### config.mk
export PLATFORM = sky130hd
export DESIGN_NAME = dco_lock_ctrl
export DESIGN_NICKNAME = d
export VERILOG_FILES = /design/src/rtl/dco_ctrl_pkg.sv /design/src/rtl/dco_pi_core.sv /design/src/rtl/dco_lock_ctrl.sv
export SDC_FILE = /design/constraint.sdc
export NUM_CORES = 1
export LEC_CHECK = 0
export ABC_CLOCK_PERIOD_IN_PS = 7430
export CORE_MARGIN = 4
export CORE_UTILIZATION = 59
export DETAILED_ROUTE_END_ITERATION = 8
export PLACE_DENSITY_LB_ADDON = 0.15
export SKIP_LAST_GASP = 1
export SYNTH_ARGS = -nofsm -noshare
export SYNTH_HDL_FRONTEND = slang
export SYNTH_SLANG_ARGS = --single-unit
### constraint.sdc
create_clock -name clk -period 7.43 [get_ports clk]
set_clock_uncertainty 0.2 [all_clocks]
set_input_delay 2.229 -clock clk [delete_from_list [all_inputs] [get_ports clk]]
set_output_delay 2.229 -clock clk [all_outputs]
set_load 0.01 [all_outputs]
### src/rtl/dco_ctrl_pkg.sv
// dco_ctrl_pkg: state encoding, datapath widths and saturation limits for the DCO lock loop
package dco_ctrl_pkg;
  localparam int CW = 16;
  localparam int EW = 17;
  localparam int IW = 24;
  localparam int SW = 25;
  localparam logic signed [IW-1:0] INTEG_MAX = 24'sh7FFFFF;
  localparam logic signed [IW-1:0] INTEG_MIN = 24'sh800001;
  localparam logic signed [CW-1:0] CTRL_MAX = 16'sh7FFF;
  localparam logic signed [CW-1:0] CTRL_MIN = 16'sh8000;
  localparam logic signed [SW-1:0] INTEG_MAX_S = 25'sd8388607;
  localparam logic signed [SW-1:0] INTEG_MIN_S = -25'sd8388607;
  localparam logic signed [SW-1:0] CTRL_MAX_S = 25'sd32767;
  localparam logic signed [SW-1:0] CTRL_MIN_S = -25'sd32768;
  typedef enum logic [1:0] {IDLE, SETTLE, MEASURE, UPDATE} state_t;
endpackage

### src/rtl/dco_pi_core.sv
// dco_pi_core: combinational PI arithmetic -- error, saturating integrator, saturated control word
module dco_pi_core
  import dco_ctrl_pkg::*;
#(
  parameter int KP_SHIFT = 2,
  parameter int KI_SHIFT = 4
) (
  input  logic        [CW-1:0] target,
  input  logic        [CW-1:0] meas_count,
  input  logic signed [EW-1:0] err_in,
  input  logic signed [IW-1:0] integ,
  output logic signed [EW-1:0] err,
  output logic signed [IW-1:0] integ_next,
  output logic signed [CW-1:0] ctrl_next
);
  logic signed [SW-1:0] isum, csum;
  logic signed [EW-1:0] p_term;
  logic signed [IW-1:0] i_term;
  assign err = $signed({1'b0, target}) - $signed({1'b0, meas_count});
  assign isum = {integ[IW-1], integ} + {{(SW-EW){err_in[EW-1]}}, err_in};
  assign integ_next = isum > INTEG_MAX_S ? INTEG_MAX : isum < INTEG_MIN_S ? INTEG_MIN : isum[IW-1:0];
  assign p_term = err_in >>> KP_SHIFT;
  assign i_term = integ_next >>> KI_SHIFT;
  assign csum = {{(SW-EW){p_term[EW-1]}}, p_term} + {i_term[IW-1], i_term};
  assign ctrl_next = csum > CTRL_MAX_S ? CTRL_MAX : csum < CTRL_MIN_S ? CTRL_MIN : csum[CW-1:0];
endmodule

### src/rtl/dco_lock_ctrl.sv
// dco_lock_ctrl: settle/measure/update FSM that locks a DCO to a target edge count via a PI loop.
// Define DCO_LOCK_CTRL_LOSS_DETECT_EN to drop locked on an out-of-tolerance measurement.
module dco_lock_ctrl
  import dco_ctrl_pkg::*;
#(
  parameter int KP_SHIFT      = 2,
  parameter int KI_SHIFT      = 4,
  parameter int SETTLE_CYCLES = 16,
  parameter int LOCK_TOL      = 4,
  parameter int LOCK_COUNT    = 3
) (
  input  logic                 clk,
  input  logic                 rst,
  input  logic                 start,
  input  logic        [CW-1:0] target,
  input  logic                 meas_valid,
  input  logic        [CW-1:0] meas_count,
  output logic                 meas_ready,
  output logic                 dco_enable,
  output logic signed [CW-1:0] dco_control,
  output logic                 locked,
  output logic                 busy
);
  localparam int STW = $clog2(SETTLE_CYCLES + 1);
  localparam int LW = $clog2(LOCK_COUNT + 1);
  localparam logic signed [EW-1:0] TOL = EW'(LOCK_TOL);
  state_t state;
  logic [STW-1:0] settle_cnt;
  logic [LW-1:0] lock_cnt, lock_next;
  logic signed [EW-1:0] err, err_q;
  logic signed [IW-1:0] integ, integ_next;
  logic signed [CW-1:0] ctrl_next;
  logic in_tol, locked_next;
  dco_pi_core #(.KP_SHIFT(KP_SHIFT), .KI_SHIFT(KI_SHIFT)) u_pi (
    .target(target),
    .meas_count(meas_count),
    .err_in(err_q),
    .integ(integ),
    .err(err),
    .integ_next(integ_next),
    .ctrl_next(ctrl_next)
  );
  assign busy = state != IDLE;
  assign dco_enable = busy;
  assign meas_ready = state == MEASURE;
  assign in_tol = err_q <= TOL && err_q >= -TOL;
  assign lock_next = !in_tol ? '0 : lock_cnt == LW'(LOCK_COUNT) ? lock_cnt : lock_cnt + LW'(1);
`ifdef DCO_LOCK_CTRL_LOSS_DETECT_EN
  assign locked_next = lock_next == LW'(LOCK_COUNT);
`else
  assign locked_next = locked || lock_next == LW'(LOCK_COUNT);
`endif
  // err is latched at acceptance so the update uses the target seen on that edge
  always_ff @(posedge clk or posedge rst) begin
    if (rst) begin
      state       <= IDLE;
      settle_cnt  <= '0;
      lock_cnt    <= '0;
      err_q       <= '0;
      integ       <= '0;
      dco_control <= '0;
      locked      <= 1'b0;
    end else if (!start) begin
      state       <= IDLE;
      settle_cnt  <= '0;
      lock_cnt    <= '0;
      err_q       <= '0;
      integ       <= '0;
      dco_control <= '0;
      locked      <= 1'b0;
    end else begin
      unique case (state)
        IDLE: begin
          state      <= SETTLE;
          settle_cnt <= '0;
        end
        SETTLE: begin
          if (settle_cnt == STW'(SETTLE_CYCLES - 1)) state <= MEASURE;
          else settle_cnt <= settle_cnt + STW'(1);
        end
        MEASURE: begin
          if (meas_valid) begin
            err_q <= err;
            state <= UPDATE;
          end
        end
        UPDATE: begin
          integ       <= integ_next;
          dco_control <= ctrl_next;
          lock_cnt    <= lock_next;
          locked      <= locked_next;
          state       <= MEASURE;
        end
      endcase
    end
  end
endmodule

---- Yosys cells after proc, flatten, opt, wreduce, memory -nomap -nowiden ----
Cells that the tools add are included.
word-level totals
  flip-flop bits (word level) ............. 67
  bits in latches ......................... 0
  bits in writable memories ............... 0
  ROM bits ................................ 0
  input bits .............................. 36
  output and inout port bits .............. 20
  logic and storage cells ................. 62
  memories ................................ 0
operators by class
  add/subtract/negate cells ............... 5
  multipliers ............................. 0
  divide/modulo/power cells ............... 0
  order comparisons ....................... 6
  equal/unequal tests ..................... 13
  shift operators ......................... 0
  muxes and demuxes ....................... 24
  bitwise logic cells ..................... 0
  reduce and logical (&&, ||, !) cells .... 7
operators with widths
  cell                  number
  $mux 24               4
  $mux 16               4
  $mux 17               3
  $add 24x17->25        1
  $gt 25x16->1 const B  1
  $gt 25x24->1 const B  1
  $lt 25x16->1 const B  1
  $lt 25x24->1 const B  1
  $add 15x20->21        1
  $ge 17x3->1 const B   1
  $le 17x4->1 const B   1
  $sub 16x16->17        1
  $mux 2                7
  $mux 5                2
  $pmux 5 s2            1
  $ne 3x3->1 const B    3
  $eq 2x2->1 const B    4
  $pmux 2 s4            1
  $ne 2x1->1 const B    3
  $reduce_and 2->1      3
  $add 5x1->5 const B   1
  $eq 5x4->1 const B    1
  $ne 3x1->1 const B    1
  $add 2x1->2 const B   1
  other kinds (6)       7

---- Depth between registers and ports, before layout ----
  word-level depth ........................ 10
  gate-level depth with buffers ........... 26
  mapped depth without buffers ............ 24

---- Cells and area by module ----
A second synthesis with hierarchy kept.
unflattened totals
  cell total of the unflattened synthesis .. 788
  area total of the unflattened synthesis .. 6,424.9 µm²
modules (own cells, without submodules)
  module         instances  cells each  area an instance (µm²)  seq. area each (µm²)
  dco_pi_core    1          472         3,445.8                 0.0
  dco_lock_ctrl  1          316         2,979.1                 1,676.6

---- Least setup slack after synthesis ----
No wires, ideal clock.
  path kind ............................... register to register
  start point ............................. register err_q[5]
  end point ............................... register dco_control[10]
  setup time .............................. 0.126 ns
  data arrival time ....................... 5.442 ns
  data required time ...................... 7.104 ns
  path slack .............................. 1.662 ns
  stages on the path, launching flop included .. 24
  path buffers ............................ 3
  period minus slack after synthesis ...... 5.768 ns
  cell sequence ........................... dfrtp_1 ha_1 buf_6 or2_1 a31oi_1 a2111oi_4 a21oi_1 o31a_1 o221ai_4 buf_2 nor2_1 nor2_1 ha_1 fa_1 and3_1 o211ai_1 nand4_1 a31oi_1 o21ai_1 a2111oi_0 a21oi_1 a22o_1 buf_6 a221o_1
between the ends
  longest elaborated chain between the ends .. 10
  elaborated cells on any way between the ends .. 12
  classes of those cells .................. 2 x add/sub; 4 x order compare; 6 x mux
RTL lines
  element                 line                 source
  from (decl)             dco_lock_ctrl.sv:30  logic signed [EW-1:0] err, err_q;
  from (signal assigned)  dco_lock_ctrl.sv:83  err_q <= err;
  $add 24x17->25          dco_pi_core.sv:20    assign isum = {integ[IW-1], integ} + {{(SW-EW){err_in[EW-1]}}, err_in};
  $lt 25x24->1            dco_pi_core.sv:21    assign integ_next = isum > INTEG_MAX_S ? INTEG_MAX : isum < INTEG_MIN_S ? INTEG_MIN : isum[IW-1:0];
  $mux 24 (2 in a row)    dco_pi_core.sv:21
  $add 15x20->21 *        dco_pi_core.sv:24    assign csum = {{(SW-EW){p_term[EW-1]}}, p_term} + {i_term[IW-1], i_term};
  $lt 25x16->1            dco_pi_core.sv:25    assign ctrl_next = csum > CTRL_MAX_S ? CTRL_MAX : csum < CTRL_MIN_S ? CTRL_MIN : csum[CW-1:0];
  $mux 16                 dco_pi_core.sv:25
  $mux 16 *               dco_pi_core.sv:25
  $mux 16 *               dco_lock_ctrl.sv:72  unique case (state)
  $mux 16 *               dco_lock_ctrl.sv:63  end else if (!start) begin
  to (signal assigned)    dco_lock_ctrl.sv:89  dco_control <= ctrl_next;
  to (decl)               dco_lock_ctrl.sv:20  output logic signed [CW-1:0] dco_control,
Mark *: on every way between the ends. The rest lies on a longest branch, timed or not. The select of a mux whose other input is x is not followed.
A chain may end at the register's enable or synchronous reset.

---- Final worst setup path ----
  start point ............................. register err_q[0]
  end point ............................... register dco_control[3]
between the ends
  longest elaborated chain between the ends .. 10
  elaborated cells on any way between the ends .. 12
  classes of those cells .................. 2 x add/sub; 4 x order compare; 6 x mux
RTL lines
  element           line
  $add 24x17->25 *  dco_pi_core.sv:20
  $lt 25x24->1      dco_pi_core.sv:21
  $mux 24           dco_pi_core.sv:21
  $mux 24 *         dco_pi_core.sv:21
  $add 15x20->21 *  dco_pi_core.sv:24
  $lt 25x16->1      dco_pi_core.sv:25
  $mux 16           dco_pi_core.sv:25
  $mux 16 *         dco_pi_core.sv:25
  $mux 16 *         dco_lock_ctrl.sv:72
  $mux 16 *         dco_lock_ctrl.sv:63
Marks and branches as above.

==> out/summary.txt <==
worst skew pair latency: 0.38 ns
pin count of the biggest net entering global routing: 68
first-pass GRT wire length: 27900 um
mux contribution to synthesized area: 0.00342
Hold Path Sink: integ[8]$_DFFE_PP0P_
PnR Total Power: 0.751 mW
Post-synth ARST share: 1.00
Distinct cells, synth: 73
antenna violations before repair: 0
H-tree levels: 3
Worst path top cell family by delay: compound AO/OA/AOI/OAI gates
via count: 5911
share of post-route cells with drive strength above 1: 0.0529
synth warn: 0
multi-input logic area: 0.00425 mm2
Final Cycle Share: 0.885
Worst-Margin Slew: 0.870 ns
setup_tns: 0 ns
Clk pin slew, worst setup/hold paths: 0.07 ns
fmax: 152 MHz
post-synthesis cell count: 743
row count: 37
Max Cap Viol: 0
Final Max Slew Viols: 0
dominant cells by area after synthesis: dfrtp_1 27%, ha_1 13%, a21oi_1 4.5%
number of remaining DRC errors: 0
Mapped Nets: 847
nets@finish: 893
number of global-route vias before repair: 5701
Routed wire per std cell: 18.1 um
Crit Path Class: reg -> reg
P_leak: 3.34 nW
post_cts resized: 0
Filler Cell Count: 869
worst reg2reg setup slack: 0.86 ns
chip width: 111 um
Remaining Overflow, GRT: 0
DIE AREA: 0.0122 mm2
die span in y: 111 um
Synth Area in XOR/XNOR: 0.0634
leading area contributor after synthesis: dfrtp_1
Peak VDD IR: 0.000143 V
Synth Area per Inst: 8.37 um2
R2R Path Start: err_q[0]$_DFFE_PP0P_
mapped cell area: 0.00622 mm2
CP cell instances: ha_1, inv_1, fa_1, nor2b_1, o31ai_1, a2111oi_4, a21oi_1, o31a_1, o221ai_4, inv_2, nor2_1, nor2_1, nor2_1, ha_1, a21o_1, a2bb2oi_1, nand4_1, a31oi_1, o21ai_1, a2111oi_0, a21oi_1, a22o_1, a221o_1
register area: 0.00168 mm2
cts hold-fix bufs: 0
RSZ-0062 raised after global routing: no
CP Max Fanout: 17
R2R depth: 23
final setup fails: 0
CTS max path bufs: 2
CTS sink cnt: 67
final worst slack: 0.855 ns
Slew HR: 0.420
PortBufs: 55
CP max stage delay: 0.50 ns
Initial Utilization: 0.605
worst path arrival time: 6.63 ns
Core Region: 0.0103 mm2
worst hold path type: reg -> reg
adder and majority cell fraction of the synthesized area: 0.150
sequential fraction of the synthesis area: 0.270
largest family of logic cells by synthesized area: compound AO/OA/AOI/OAI gates
CTS tree: yes
TritonRoute pass-1 iters: 5
RR Endpoint: dco_control[3]$_DFFE_PP0P_
ANT cells: 0
Iteration-0 DRC Markers: 529
post-synthesis compound-gate area fraction: 0.284
final WL: 16900 um
GP Congestion: 1.01
EDFF count, synth: 0
Via density: 6.36
#FFs+latches synth: 67
Post-DP HPWL: 12600 um
Top Ports: 56
WP buf/inv: 2
crit start category: register
Post-Synth Simple-Gate Area: 0.180
Post-CTS Setup Bufs: 0
all-layer global routing usage: 0.275
Crit. End Element: register
run status: complete, no violations
antenna viol nets, final: 0
CP Data Required Time: 7.49 ns
CP most frequent cell: nor2_1
Num CTS Buffers: 9
hold_sp: integ[8]$_DFFE_PP0P_
most common library cells after synthesis: 73 x nand2_1, 67 x dfrtp_1, 65 x ha_1
area share of the largest cell type after synthesis: 0.270
ys flop type: dfrtp_1
area growth from synthesis to layout: 13.3%
critical path's slowest cell: o221ai_4
CTS root buffer: clkbuf_8
power per cell area: 107 mW/mm2
worst hold stages: 2
count leader, synth: nand2_1
Setup Slack @ Placement: 0.944 ns
Final Hold Viols: 0
Final min period: 6.57 ns
==> layout make-up <==
type,instances,share of cell area
multi-input cells,604,0.602
flip-flops and latches,67,0.238
repair buffers,63,0.0866
well taps,136,0.0241
inverters,44,0.0234
clock buffers,12,0.0220
clock inverters,4,0.00355
==> per-stage QoR <==
stage                     area (um2)  hold slack, ns  std cells   util
final                           7050           0.287        930  0.686
after CTS                       7050           0.289        930  0.686
after floorplan                 6220           0.243        743      -
after global placement          6870           0.259        914  0.668
after global routing            7050           0.306        930  0.686
after detailed placement        6870           0.270        914  0.668
==> metal layers <==
metal  track usage  up-vias  share of wire
met4        0.0731        0          0.017
met3        0.0513       31          0.064
li1              -     2858              -
met2         0.473      202           0.49
met5             0        -              0
met1         0.356     2820           0.43
==> worst register-to-register path: stages (launching register included) <==
cell and delay [ns]:
dfrtp_1 0.37, ha_1 0.20, inv_1 0.06, fa_1 0.41
nor2b_1 0.22, o31ai_1 0.16, a2111oi_4 0.39, a21oi_1 0.17
o31a_1 0.36, o221ai_4 0.50, inv_2 0.30, nor2_1 0.26
nor2_1 0.06, nor2_1 0.16, ha_1 0.28, a21o_1 0.21
a2bb2oi_1 0.20, nand4_1 0.18, a31oi_1 0.25, o21ai_1 0.14
a2111oi_0 0.41, a21oi_1 0.14, a22o_1 0.45, a221o_1 0.40
==> registers in the layout (all words and copies together), names as in the netlist <==
| name | count |
|---|---|
| locked | 1 |
| settle_cnt | 5 |
| integ | 24 |
| state | 2 |
| err_q | 17 |
| lock_cnt | 2 |
| dco_control | 16 |
==> cell usage in the layout, fill, tap and decap left out, drive strengths merged, types with 5 or more instances in the layout <==
| master | count |
|---|---|
| nand2 | 73 |
| dfrtp | 67 |
| ha | 65 |
| nor2 | 58 |
| a21oi | 56 |
| clkdlybuf4s50 | 55 |
| o21ai | 52 |
| inv | 44 |
| xnor2 | 24 |
| xor2 | 21 |
| nor3 | 20 |
| a211oi | 17 |
| a221o | 16 |
| a21o | 14 |
| nor2b | 14 |
| a22o | 13 |
| nand3 | 12 |
| o21a | 12 |
| clkbuf | 12 |
| a31oi | 12 |
| and3 | 10 |
| o211ai | 9 |
| nand4 | 9 |
| buf | 8 |
| and2 | 7 |
| nor4 | 6 |
| maj3 | 6 |
| o31ai | 6 |
| nand2b | 5 |
| a21boi | 5 |
==> kinds of logic after synthesis <==
family | count (synthesis)
fa+ha+maj | 74
flops | 67
buf+inv | 72
simple gates | 232
mux | 2
xor+xnor | 45
compound gates | 251
==> how the worst max path moves through the flow <==
stage                                     from                     endpoint  slack (ns)  cells after the start
after floorplan           err_q[5]$_DFFE_PP0P_  dco_control[10]$_DFFE_PP0P_        1.66                     23
after global placement    err_q[0]$_DFFE_PP0P_  dco_control[14]$_DFFE_PP0P_        1.21                     23
after detailed placement  err_q[0]$_DFFE_PP0P_  dco_control[12]$_DFFE_PP0P_        0.94                     23
after CTS                 err_q[0]$_DFFE_PP0P_  dco_control[12]$_DFFE_PP0P_        0.94                     23
after global routing      err_q[9]$_DFFE_PP0P_   dco_control[4]$_DFFE_PP0P_        0.31                     20
final                     err_q[0]$_DFFE_PP0P_   dco_control[3]$_DFFE_PP0P_        0.86                     23
==> power by group <==
part / switching [mW] / internal (mW)
clock: 0.154 / 0.138
sequential: 0.00168 / 0.365
combinational: 0.0481 / 0.0445
total: 0.204 / 0.548
Note: power is estimated with default switching activity, not from simulation.
